==> config.mk <==
export PLATFORM = sky130hd
export DESIGN_NAME = pipe_adder
export DESIGN_NICKNAME = d
export VERILOG_FILES = /design/src/rtl/alu_pkg.sv /design/src/rtl/adder_slice.sv /design/src/rtl/pipe_adder.sv
export SDC_FILE = /design/constraint.sdc
export NUM_CORES = 1
export LEC_CHECK = 0
export ABC_AREA = 1
export BUFFER_PORTS_ARGS = -buffer_cell sky130_fd_sc_hd__buf_2
export CORE_ASPECT_RATIO = 1.25
export CORE_UTILIZATION = 32
export CTS_CLUSTER_DIAMETER = 200
export DETAILED_ROUTE_END_ITERATION = 7
export PLACE_DENSITY = 0.48
export SLEW_MARGIN = 25
export SYNTH_ARGS = -nofsm -noshare
export SYNTH_HDL_FRONTEND = slang
export SYNTH_SLANG_ARGS = --single-unit
==> constraint.sdc <==
create_clock -name clk -period 2.9 [get_ports clk]
set_input_delay 0.725 -clock clk [delete_from_list [all_inputs] [get_ports clk]]
set_output_delay 0.725 -clock clk [all_outputs]
set_load 0.02 [all_outputs]
==> src/rtl/alu_pkg.sv <==
// Shared ALU constants: operation encoding for the sub port and default datapath sizing.
package alu_pkg;
  localparam logic OP_ADD    = 1'b0;
  localparam logic OP_SUB    = 1'b1;
  localparam int   ALU_WIDTH = 32;
  localparam int   ALU_CHUNK = 8;
endpackage

==> src/rtl/adder_slice.sv <==
// Combinational CHUNK-bit add with carry in/out; one instance per pipeline stage.
module adder_slice
  import alu_pkg::*;
#(
  parameter int CHUNK = ALU_CHUNK
) (
  input  logic [CHUNK-1:0] a,
  input  logic [CHUNK-1:0] b,
  input  logic             cin,
  output logic [CHUNK-1:0] sum,
  output logic             cout
);
  assign {cout, sum} = {1'b0, a} + {1'b0, b} + {{CHUNK{1'b0}}, cin};
endmodule

==> src/rtl/pipe_adder.sv <==
// Pipelined add/subtract: one CHUNK-bit carry slice per stage, valid/ready on both sides,
// carry / signed-overflow / zero flags registered alongside the final sum.
module pipe_adder
  import alu_pkg::*;
#(
  parameter int WIDTH = ALU_WIDTH,
  parameter int CHUNK = ALU_CHUNK
) (
  input  logic             clk,
  input  logic             rst,
  input  logic             in_valid,
  output logic             in_ready,
  input  logic [WIDTH-1:0] a,
  input  logic [WIDTH-1:0] b,
  input  logic             cin,
  input  logic             sub,
  output logic             out_valid,
  input  logic             out_ready,
  output logic [WIDTH-1:0] sum,
  output logic             cout,
  output logic             overflow,
  output logic             zero
);
  localparam int STAGES = WIDTH / CHUNK;
  localparam int MSB    = WIDTH - 1;

  logic adv;

  logic [STAGES-1:0]            r_v;
  logic [STAGES-1:0]            r_c;
  logic [STAGES-1:0][WIDTH-1:0] r_a;
  logic [STAGES-1:0][WIDTH-1:0] r_b;
  logic [STAGES-1:0][WIDTH-1:0] r_s;
  logic                         r_ovf;
  logic                         r_zero;

  // st_* is what each stage sees on its input side; nxt_s is the running sum with slice k filled in
  logic [STAGES-1:0]            st_v;
  logic [STAGES-1:0]            st_c;
  logic [STAGES-1:0]            sl_c;
  logic [STAGES-1:0][WIDTH-1:0] st_a;
  logic [STAGES-1:0][WIDTH-1:0] st_b;
  logic [STAGES-1:0][WIDTH-1:0] st_s;
  logic [STAGES-1:0][WIDTH-1:0] nxt_s;

  assign adv      = !r_v[STAGES-1] || out_ready;
  assign in_ready = adv && !rst;

  for (genvar k = 0; k < STAGES; k++) begin : g_stage
    logic [CHUNK-1:0] sl_sum;
    logic [WIDTH-1:0] s_upd;

    if (k == 0) begin : g_first
      assign st_v[k] = in_valid;
      assign st_a[k] = a;
      assign st_b[k] = (sub == OP_SUB) ? ~b : b;
      assign st_s[k] = '0;
      assign st_c[k] = (sub == OP_SUB) ? 1'b1 : cin;
    end else begin : g_next
      assign st_v[k] = r_v[k-1];
      assign st_a[k] = r_a[k-1];
      assign st_b[k] = r_b[k-1];
      assign st_s[k] = r_s[k-1];
      assign st_c[k] = r_c[k-1];
    end

    adder_slice #(.CHUNK(CHUNK)) u_slice (
      .a    (st_a[k][k*CHUNK +: CHUNK]),
      .b    (st_b[k][k*CHUNK +: CHUNK]),
      .cin  (st_c[k]),
      .sum  (sl_sum),
      .cout (sl_c[k])
    );

    always_comb begin
      s_upd = st_s[k];
      s_upd[k*CHUNK +: CHUNK] = sl_sum;
    end

    assign nxt_s[k] = s_upd;
  end

  // Data registers only load on valid beats, so bubbles never disturb the output fields.
  always_ff @(posedge clk) begin
    if (rst) begin
      r_v    <= '0;
      r_c    <= '0;
      r_a    <= '0;
      r_b    <= '0;
      r_s    <= '0;
      r_ovf  <= 1'b0;
      r_zero <= 1'b0;
    end else if (adv) begin
      for (int k = 0; k < STAGES; k++) begin
        r_v[k] <= st_v[k];
        if (st_v[k]) begin
          r_a[k] <= st_a[k];
          r_b[k] <= st_b[k];
          r_s[k] <= nxt_s[k];
          r_c[k] <= sl_c[k];
        end
      end
      if (st_v[STAGES-1]) begin
        r_ovf  <= (st_a[STAGES-1][MSB] == st_b[STAGES-1][MSB]) &&
                  (nxt_s[STAGES-1][MSB] != st_a[STAGES-1][MSB]);
        r_zero <= (nxt_s[STAGES-1] == '0);
      end
    end
  end

  assign out_valid = r_v[STAGES-1];
  assign sum       = r_s[STAGES-1];
  assign cout      = r_c[STAGES-1];
  assign overflow  = r_ovf;
  assign zero      = r_zero;

  // Last-stage operand copies have no consumer; keep them from looking like dangling logic.
  logic unused_skew;
  assign unused_skew = ^{r_a[STAGES-1], r_b[STAGES-1]};
endmodule

---- Yosys cells after proc, flatten, opt, wreduce, memory -nomap -nowiden ----
Index checks and enable logic that the tools add are counted.
word-level totals
  output and inout bits ................... 37
  input bits .............................. 70
  register bits ........................... 282
  word-level logic and storage cells ...... 40
cells by class
  eq/ne operators ......................... 2
  add/sub/neg operators ................... 8
  mux-type cells .......................... 2
  bitwise operators ....................... 1
  reduce and logical (&&, ||, !) cells .... 10
operators by type and width
  operator             number
  $add A8 B8 Y9        4
  $add A9 B1 Y9        4
  $logic_not A32 Y1    1
  $mux W32             1
  $not A32 Y32         1
  $reduce_and A2 Y1    4
  $logic_and A1 B1 Y1  2
  $logic_not A1 Y1     2
  $eq A1 B1 Y1         1
  $logic_or A1 B1 Y1   1
  $mux W1              1
  $ne A1 B1 Y1         1

---- Logic depth before layout (Yosys ltp) ----
Gate-level depths: netlist of the first run.
  depth in word-level cells ............... 4
  gate-level depth with buffers ........... 15

---- Cells and area by module ----
A second synthesis of the first run with hierarchy kept.
unflattened totals
  cells, all modules ...................... 1081
  area total of the unflattened synthesis .. 8336.7 µm²
modules (own cells, without submodules)
  module       sequential area each (µm²)  area an instance (µm²)  times used  cells each
  pipe_adder   3723.6                      6800.3                  1           845
  adder_slice  0.0                         384.1                   4           59

---- Worst setup path before layout of the first run ----
OpenSTA, ideal clock, no wires.
  path kind ............................... input to register
  start ................................... input port sub
  end ..................................... register r_s (netlist bit g_stage[1].s_upd[6])
  slack ................................... 0.129 ns
  cell stages on the path ................. 13
  library setup time ...................... 0.109 ns
  data arrival time ....................... 2.662 ns
  cells stage by stage .................... buf_2 > buf_2 > xnor2_1 > fa_1 > fa_1 > o21ai_2 > nand2_1 > nand2_1 > nand2_1 > nand3_1 > nand3_1 > nand2_1 > inv_1
on the way
  word-level cells in the longest chain between the ends .. 3
  elaborated cells between the ends (all ways) .. 4
RTL lines
  what                           line               source
  start, declared                pipe_adder.sv:16   input logic sub,
  $mux W32                       pipe_adder.sv:56   assign st_b[k] = (sub == OP_SUB) ? ~b : b;
  $add A8 B8 Y9                  adder_slice.sv:13  assign {cout, sum} = {1'b0, a} + {1'b0, b} + {{CHUNK{1'b0}}, cin};
  $add A9 B1 Y9 (*)              adder_slice.sv:13
  end signal, assigned by index  pipe_adder.sv:99   r_s[k] <= nxt_s[k];
  end, declared                  pipe_adder.sv:33   logic [STAGES-1:0][WIDTH-1:0] r_s;
Mark *: on every way between the ends. The rest lies on a longest branch, timed or not.
A chain may end at the register's enable or synchronous reset.

---- Worst setup path in the final report of the first run ----
Same ends and word-level chain as after synthesis.

==> results of run 1 <==
## cells by family (layout without fill, tap and decap cells)
family | Yosys count | count (layout) | synth area share
AND/OR/NAND/NOR | 389 | 389 | 0.1926
AO/OA/AOI/OAI | 261 | 261 | 0.1686
flip-flops | 186 | 186 | 0.4577
buffers and inverters | 146 | 239 | 0.07213
XOR/XNOR | 43 | 43 | 0.04629
adder cells (fa/ha/maj) | 36 | 36 | 0.06275
## through the flow
stage | util | instances | power [uW]
CTS | 0.3869 | 1484 | 6072
global route | 0.3869 | 1484 | 6306
finish | 0.3869 | 1484 | 5994
floorplan | - | 1061 | 3409
global placement | 0.3626 | 1452 | 3662
detailed placement | 0.3626 | 1452 | 3671
## cell type report
cell class                 count  share of cell area
clock buffer                  19             0.04522
timing repair buffer         119             0.07084
clock inverter                13             0.01764
multi-input combinational    729              0.3996
inverter                      88             0.03464
tap                          330             0.04313
sequential                   186              0.3890
## state kept, by name, summed over array words and instances (netlist names)
name,count
sum,32
r_c,4
zero,1
r_v,4
overflow,1
g_stage.s_upd,48
r_a,48
r_b,48
## synthesized netlist by cell type, types with 3 or more instances
master / count / area share
dfxtp_1: 186 / 0.46
buf_2: 25 / 0.015
inv_1: 82 / 0.038
a211oi_1: 14 / 0.013
nand2_1: 98 / 0.045
clkbuf_1: 31 / 0.014
fa_1: 8 / 0.020
xor2_1: 18 / 0.019
nor2_1: 236 / 0.11
o21ai_1: 3 / 0.0018
nand4_1: 4 / 0.0031
a21oi_1: 77 / 0.047
inv_2: 6 / 0.0028
a31oi_1: 3 / 0.0023
ha_1: 28 / 0.043
o211ai_1: 6 / 0.0055
o21ai_0: 155 / 0.095
nand3_1: 32 / 0.020
nand2_2: 7 / 0.0054
xnor2_1: 25 / 0.027
nor3_1: 5 / 0.0031
## worst max-delay path, cell delays in order
cell,delay (ns)
buf_2,0.12
xnor2_1,0.14
fa_1,0.44
fa_1,0.43
o21ai_2,0.24
nand2_1,0.07
nand2_1,0.07
nand2_1,0.06
nand3_1,0.07
nand3_1,0.08
nand2_1,0.07
inv_1,0.03
## path summary, 6_finish.rpt
path                        startpoint                          endpoint  slack, ns  depth (start not counted)
setup reg to reg   r_c[2]$_SDFFE_PP0P_                 zero$_SDFFE_PP0P_       0.78                         11
setup / recovery                   sub  g_stage[1].s_upd[6]$_SDFFE_PP0P_       0.68                         12
hold reg to reg   r_b[18]$_SDFFE_PP0P_              r_b[50]$_SDFFE_PP0P_       0.47                          2
hold / removal    r_b[18]$_SDFFE_PP0P_              r_b[50]$_SDFFE_PP0P_       0.47                          2
## where the power goes
part | internal [uW] | total [uW] | switching [uW]
Clock | 1370 | 2400 | 1030
Combinational | 307 | 789 | 481
Sequential | 2720 | 2810 | 93.3
Total | 4390 | 5990 | 1600
## layer usage
layer	GRT usage	share of wire
met5	0	0
met4	0.05263	0.015
met1	0.2114	0.50
met3	0.02312	0.029
met2	0.2502	0.45
==> metrics.yaml, run 1 <==
ant_nets: 0
cap_violations: 0
io_buffers: 106
htree_levels: 4
synth-edff-count: 0
ys_seq_area_frac: 0.4577
slew_headroom: 0.6033
via_per_inst: 4.455
ir_drop_mv: 0.3865
place_congestion: 0.7868
placed_cell_area_um2: 8971
clock_skew_ns: 0.009869
die_h_um: 180.3
maxSlewViolCount: 0
layout_common_cells: "nor2_1, dfxtp_1, o21ai_0, buf_2, nand2_1"
fin_area_um2: 9573
critPathMaxFanout: 4
chipWidth_um: 144.6
postSynthAreaPerCell_um2: 7.668
final-seq-area_um2: 3724
worstSetupPathType: "input pin to flop"
core-area_um2: 24740
synth_area_um2: 8135
status: "finished, final reports clean"
rsz0062_at_grt: "false"
dp_hpwl_um: 14040
boundaryPins: 107
dr.pass1.iters: 7
syn_nets: 1167
p_leak_uw: 0.004336
tightest_slew_ns: 0.5942
cts_hold_buffers: 0
pre_cts_slack_ns: 0.2275
antenna_found_initial: 0
cts.sinks: 186
async_flop_share: 0
cp_data_arrival_time_ns: 2.55
cts_resized: 0
hold_slack_ns: 0.4659
cts-root-buf: "clkbuf_16"
rows: 64
fmax_mhz: 449.8
drtIter0Drc: 316
fin_tns_setup_ns: 0
antenna_cells: 0
hold_class: "flop to flop"
multi_input_area_um2: 3825
synth.distinct_cells: 30
crit_path_start_kind: "input pin"
cts_buffers: 17
grt_pass1_vias: 6261
clkLatencyLatePin_ns: 0.43
wirelength_um: 19320
cts_setup_buffers: 0
grt_pass1_wl_um: 31810
setup_violations: 0
ys_warn_count: 0
die-area_um2: 26070
fillers: 2629
synthFlopType: "dfxtp_1"
finalNetCount: 1247
routed-via-count: 6611
route.detailed.drc: 0
hold_viol_final: 0
tritoncts: "yes"
floorplan.initialDensity: 0.3288
clkTransAtPathRegs_ns: 0.07
setup_slack_ns: 0.6767
crit_path_end_kind: "flop"
clock_path_buffers: 2
min_period_ns: 2.223
ys_ff_latch: 186
mostFrequentLayoutCell: "nor2_1"
grt_remaining_overflow: 0
syn_inst: 1061
grt_max_degree: 84
period_share: 0.7667
area_growth_pct: 17.67
power_density_nw_per_um2: 626.1
grt_usage: 0.1560
wire_per_inst_um: 13.02
drive_above_1_share: 0.1464
worstPathRequired_ns: 3.23
No activity file was read; power rests on OpenSTA's default activity.
==> run 2, diff against run 1 <==
--- a/config.mk
+++ b/config.mk
@@ -5,7 +5,7 @@
 export SDC_FILE = /design/constraint.sdc
 export NUM_CORES = 1
 export LEC_CHECK = 0
-export ABC_AREA = 1
+export ABC_AREA = 0
 export BUFFER_PORTS_ARGS = -buffer_cell sky130_fd_sc_hd__buf_2
 export CORE_ASPECT_RATIO = 1.25
 export CORE_UTILIZATION = 32
==> constraint.sdc (replaced) <==
create_clock -name clk -period 1.9 [get_ports clk]
set_input_delay 0.475 -clock clk [delete_from_list [all_inputs] [get_ports clk]]
set_output_delay 0.475 -clock clk [all_outputs]
set_load 0.02 [all_outputs]
==> metrics.yaml, run 2 <==
status: "finished, violations left"
violations: "negative setup slack"
synthMuxAreaShare: 0.001247
tightest_slew_ns: 0.5173
clkLatencyLatePin_ns: 0.43
die-area_um2: 25720
antenna_found_initial: 0
wirelength_um: 20350
route.detailed.drc: 0
cap_violations: 0
cp_slowest_cell: "fa_2"
synth_top_family_by_area: "simple AND/OR/NAND/NOR gates"
rsz0062_at_grt: "true"
drtIter0Drc: 296
synth.most_common_cell: "nand2_1"
power_density_nw_per_um2: 848.0
synthTopCellsByCount: "nand2_1, dfxtp_1, a21oi_1, nor2_1, clkbuf_1"
synth.top_cell.area_share: 0.4641
via_per_inst: 4.677
tritoncts: "yes"
cts_buffers: 17
synth_top_area_cell: "dfxtp_1"
final_cell_count_no_fill: 1441
max_stage_delay_ns: 0.40
postSynthAreaPerCell_um2: 8.221
ys_ff_latch: 186
pwr-share-seq: 0.488
fmax_mhz: 442.8
boundaryPins: 107
grt-busiest-layer: "met2"
drive_above_1_share: 0.2223
synthSimpleGateAreaFrac: 0.1996
crit_path_start_kind: "flop"
syn_inst: 976
ys_warn_count: 0
floorplan.initialDensity: 0.3264
htree_levels: 4
grt_pass1_vias: 6204
cts-root-buf: "clkbuf_16"
maxSlewViolCount: 0
hold_class: "input pin to flop"
post-place-cells: 1406
antenna_cells: 0
synthAdderAreaFrac: 0.06362
swShare: 0.2684
grt_util_met3: 0.03018
hold_viol_final: 0
wire_per_inst_um: 14.12
core-area_um2: 24580
clock_path_buffers: 2
layout_common_cells: "nand2_1, dfxtp_1, a21oi_1, buf_2, buf_4"
crit_top_cell: "fa_2"
p_leak_uw: 0.004031
synth_compound_area_frac: 0.1821
p_sw_uw: 2282
setup_slack_ns: -0.3586
crit_path_end_kind: "flop"
die_h_um: 179.0
power_frac_comb: 0.115
slew_headroom: 0.6551
clkTransAtPathRegs_ns: 0.07
synth_area_leaders: "dfxtp_1, nand2_1, a21oi_1, ha_1, a211oi_1"
grt_remaining_overflow: 0
synth-edff-count: 0
hold_slack_ns: 0.2779
clock_skew_ns: 0.01132
synthFlopType: "dfxtp_1"
routed-via-count: 6740
fin_tns_setup_ns: -1.084
dp_hpwl_um: 14780
place_congestion: 0.8330
synthXorXnorAreaFrac: 0.04584
finalNetCount: 1204
chipWidth_um: 143.6
cts.sinks: 186
ant_nets: 0
cts_hold_buffers: 0
dr.pass1.iters: 6
cp_data_arrival_time_ns: 2.57
p_int_uw: 6222
synth.distinct_cells: 50
synth_area_um2: 8024
setup_violations: 5
pwr-share-clk: 0.397
io_buffers: 106
area_growth_pct: 24.98
worstSetupPathType: "flop to flop"
min_period_ns: 2.259
worstPathRequired_ns: 2.21
path_cells: "fa_2, fa_2, a211o_1, a2111o_1, o211ai_2, buf_4, o21a_1, nor2_1"
mostFrequentLayoutCell: "nand2_1"
period_share: 1.189
grt_pass1_wl_um: 32770
async_flop_share: 0
grt_usage: 0.1653
met2_usage: 0.2613
grt_max_degree: 104
critPathMaxFanout: 3
ir_drop_mv: 0.6115
syn_nets: 1082
grt_use_met1: 0.2297
rows: 64
ys_seq_area_frac: 0.4641
run 2: stage by stage:
stage	total power (uW)	setup WS [ns]	utilization	instance area, um^2
2_1_floorplan	4815	-0.5347	-	8104
3_3_place_gp	5195	-0.5446	0.3793	9325
3_5_place_dp	5199	-0.5637	0.3793	9325
4_1_cts	8606	-0.3452	0.4046	9946
5_1_grt	8916	-0.4475	0.4079	10030
6_report	8504	-0.3586	0.4079	10030
run 2: final timing paths:
path	startpoint	endpoint	slack [ns]	cells past startpoint
setup reg to reg	r_c[2]$_SDFFE_PP0P_	sum[30]$_SDFFE_PP0P_	-0.36	8
hold reg to reg	sum[27]$_SDFFE_PP0P_	sum[27]$_SDFFE_PP0P_	0.45	2
setup / recovery	r_c[2]$_SDFFE_PP0P_	sum[30]$_SDFFE_PP0P_	-0.36	8
hold / removal	a[21]	r_a[21]$_SDFFE_PP0P_	0.28	3
run 2: timing repair:
action | CTS | global route
pin swaps | 21 | 5
gates resized for setup | 17 | 18
setup endpoints to repair | 13 | 18
setup buffers | 4 | 0
run 2: cell families (layout without fill, tap and decap cells):
kind of cell	count (synthesis)	count (layout)
buffers and inverters	83	218
adders and majority gates	36	36
AOI/OAI and AO/OA	240	240
and+or+nand+nor	388	388
DFF	186	186
xor gates and xnor gates	42	42
muxes	1	1
run 2: layout make-up:
class,instances,area (um^2)
Fill cell,2593,14560
Multi-Input combinational cell,707,4086
Sequential cell,186,3729
Timing Repair Buffer,170,1184
Clock buffer,17,425.4
Tap cell,330,412.9
Clock inverter,15,131.4
Inverter,16,60.06
run 2: critical path: cells and delay by family (launching register included):
kind | cells | cell delay (ns)
AO/OA/AOI/OAI | 4 | 0.89
adder cells (fa/ha/maj) | 2 | 0.75
buffers and inverters | 1 | 0.12
flip-flops | 1 | 0.33
AND/OR/NAND/NOR | 1 | 0.03
run 2: layer usage:
layer / up-vias / routed length [um]
met5: - / 0
met4: 0 / 190
met3: 12 / 538
met2: 119 / 9331
met1: 3044 / 10290
li1: 3565 / -
run 2: power groups by stage:
stage / registers (uW) / logic, uW / clock network (uW)
floorplan: 4200 / 614 / 0
CTS: 4150 / 981 / 3480
detailed placement: 4240 / 962 / 0
global route: 4170 / 1100 / 3650
global placement: 4240 / 960 / 0
finish: 4150 / 981 / 3380
==> run 3, diff against run 2 <==
--- a/config.mk
+++ b/config.mk
@@ -8,10 +8,11 @@
 export ABC_AREA = 0
 export BUFFER_PORTS_ARGS = -buffer_cell sky130_fd_sc_hd__buf_2
 export CORE_ASPECT_RATIO = 1.25
-export CORE_UTILIZATION = 32
+export CORE_UTILIZATION = 52
 export CTS_CLUSTER_DIAMETER = 200
 export DETAILED_ROUTE_END_ITERATION = 7
-export PLACE_DENSITY = 0.48
+export MAX_ROUTING_LAYER = met4
+export PLACE_DENSITY = 0.73
 export SLEW_MARGIN = 25
 export SYNTH_ARGS = -nofsm -noshare
 export SYNTH_HDL_FRONTEND = slang
==> metrics.yaml, run 3 (synthesis gave the netlist of run 2 again) <==
status: "finished, violations left"
violations: "negative setup slack"
cts_buffers: 17
cts.sinks: 186
grt_pass1_vias: 6150
floorplan.initialDensity: 0.5344
area_growth_pct: 21.78
slew_headroom: 0.6965
place_congestion: 0.9028
die_h_um: 140.9
ant_nets: 0
core-area_um2: 15010
chipWidth_um: 113.1
grt_usage: 0.2385
via_per_inst: 5.301
grt_max_degree: 105
wire_per_inst_um: 14.02
placed_cell_area_um2: 9054
p_total_uw: 8461
antenna_found_initial: 0
fillers: 1348
routed-via-count: 6828
boundaryPins: 107
grt_pass1_wl_um: 29570
period_share: 1.192
wirelength_um: 18060
crit_path_start_kind: "flop"
cp_data_arrival_time_ns: 2.63
maxSlewViolCount: 0
crit_path_end_kind: "flop"
tritoncts: "yes"
antenna_cells: 0
cts-root-buf: "clkbuf_16"
clkTransAtPathRegs_ns: 0.07
dr.pass1.iters: 5
drive_above_1_share: 0.2152
die-area_um2: 15930
worstPathRequired_ns: 2.27
ir_drop_mv: 0.6231
clock_path_buffers: 2
htree_levels: 4
dp_hpwl_um: 12960
cap_violations: 0
drtIter0Drc: 461
grt_remaining_overflow: 0
layout_common_cells: "nand2_1, dfxtp_1, a21oi_1, buf_2, buf_4"
p_leak_uw: 0.003999
tightest_slew_ns: 0.4552
critPathMaxFanout: 3
worstSetupPathType: "flop to flop"
final_util: 0.6508
power_density_nw_per_um2: 865.9
cts_hold_buffers: 0
pre_cts_slack_ns: -0.5635
min_period_ns: 2.264
setup_slack_ns: -0.3639
mostFrequentLayoutCell: "nand2_1"
rows: 50
rsz0062_at_grt: "true"
fin_area_um2: 9772
clock_skew_ns: 0.005974
hold_viol_final: 0
fmax_mhz: 441.7
hold_class: "input pin to flop"
route.detailed.drc: 0
setup_violations: 10
finalNetCount: 1199
clkLatencyLatePin_ns: 0.43
io_buffers: 106
hold_slack_ns: 0.2835
run 3: through the flow:
| stage | setup TNS, ns | instances |
|---|---|---|
| floorplan | -2.856 | 976 |
| global placement | -3.882 | 1252 |
| detailed placement | -4.708 | 1252 |
| CTS | -1.265 | 1287 |
| global route | -2.328 | 1288 |
| finish | -1.434 | 1288 |
run 3: power breakdown:
| part | total (uW) | internal (uW) | switching [uW] | leakage (uW) |
|---|---|---|---|---|
| Combinational | 941 | 428 | 513 | 0.00222 |
| Sequential | 4150 | 4050 | 101 | 0.00152 |
| Clock | 3370 | 1860 | 1510 | 0.000261 |
run 3: final cells by class:
type	instances	area [um^2]	area share
multi-input combinational	707	4091	0.4187
clock buffer	21	450.4	0.04609
clock inverter	11	112.6	0.01152
tap	182	227.7	0.02330
sequential	186	3730	0.3817
inverter	16	60.06	0.006146
timing repair buffer	165	1100	0.1125
run 3: critical path, cell delays in order, from the launching register on:
cell,delay [ns]
dfxtp_2,0.33
fa_2,0.40
fa_2,0.36
a211o_1,0.31
a2111o_1,0.39
o211ai_2,0.09
and3_1,0.18
a31o_1,0.15
run 3: final timing paths:
path | from | end | slack, ns | cells after the start
setup reg to reg | r_c[2]$_SDFFE_PP0P_ | zero$_SDFFE_PP0P_ | -0.36 | 7
hold reg to reg | sum[27]$_SDFFE_PP0P_ | sum[27]$_SDFFE_PP0P_ | 0.45 | 2
hold / removal | a[31] | r_a[31]$_SDFFE_PP0P_ | 0.28 | 3
setup / recovery | r_c[2]$_SDFFE_PP0P_ | zero$_SDFFE_PP0P_ | -0.36 | 7
run 3: layer usage:
metal  track usage  vias up  part of all wire
met1        0.3133     3088              0.48
met4       0.08102        0             0.017
met5             -        -                 0
li1              -     3546                 -
met3       0.04256       24             0.039
met2        0.3710      170              0.46
run 3: timing repair:
item	in CTS	in global routing
endpoints found under the setup margin	13	19
pin swaps	19	15
setup buffers	3	3
gates cloned	0	0
resized for setup	16	20
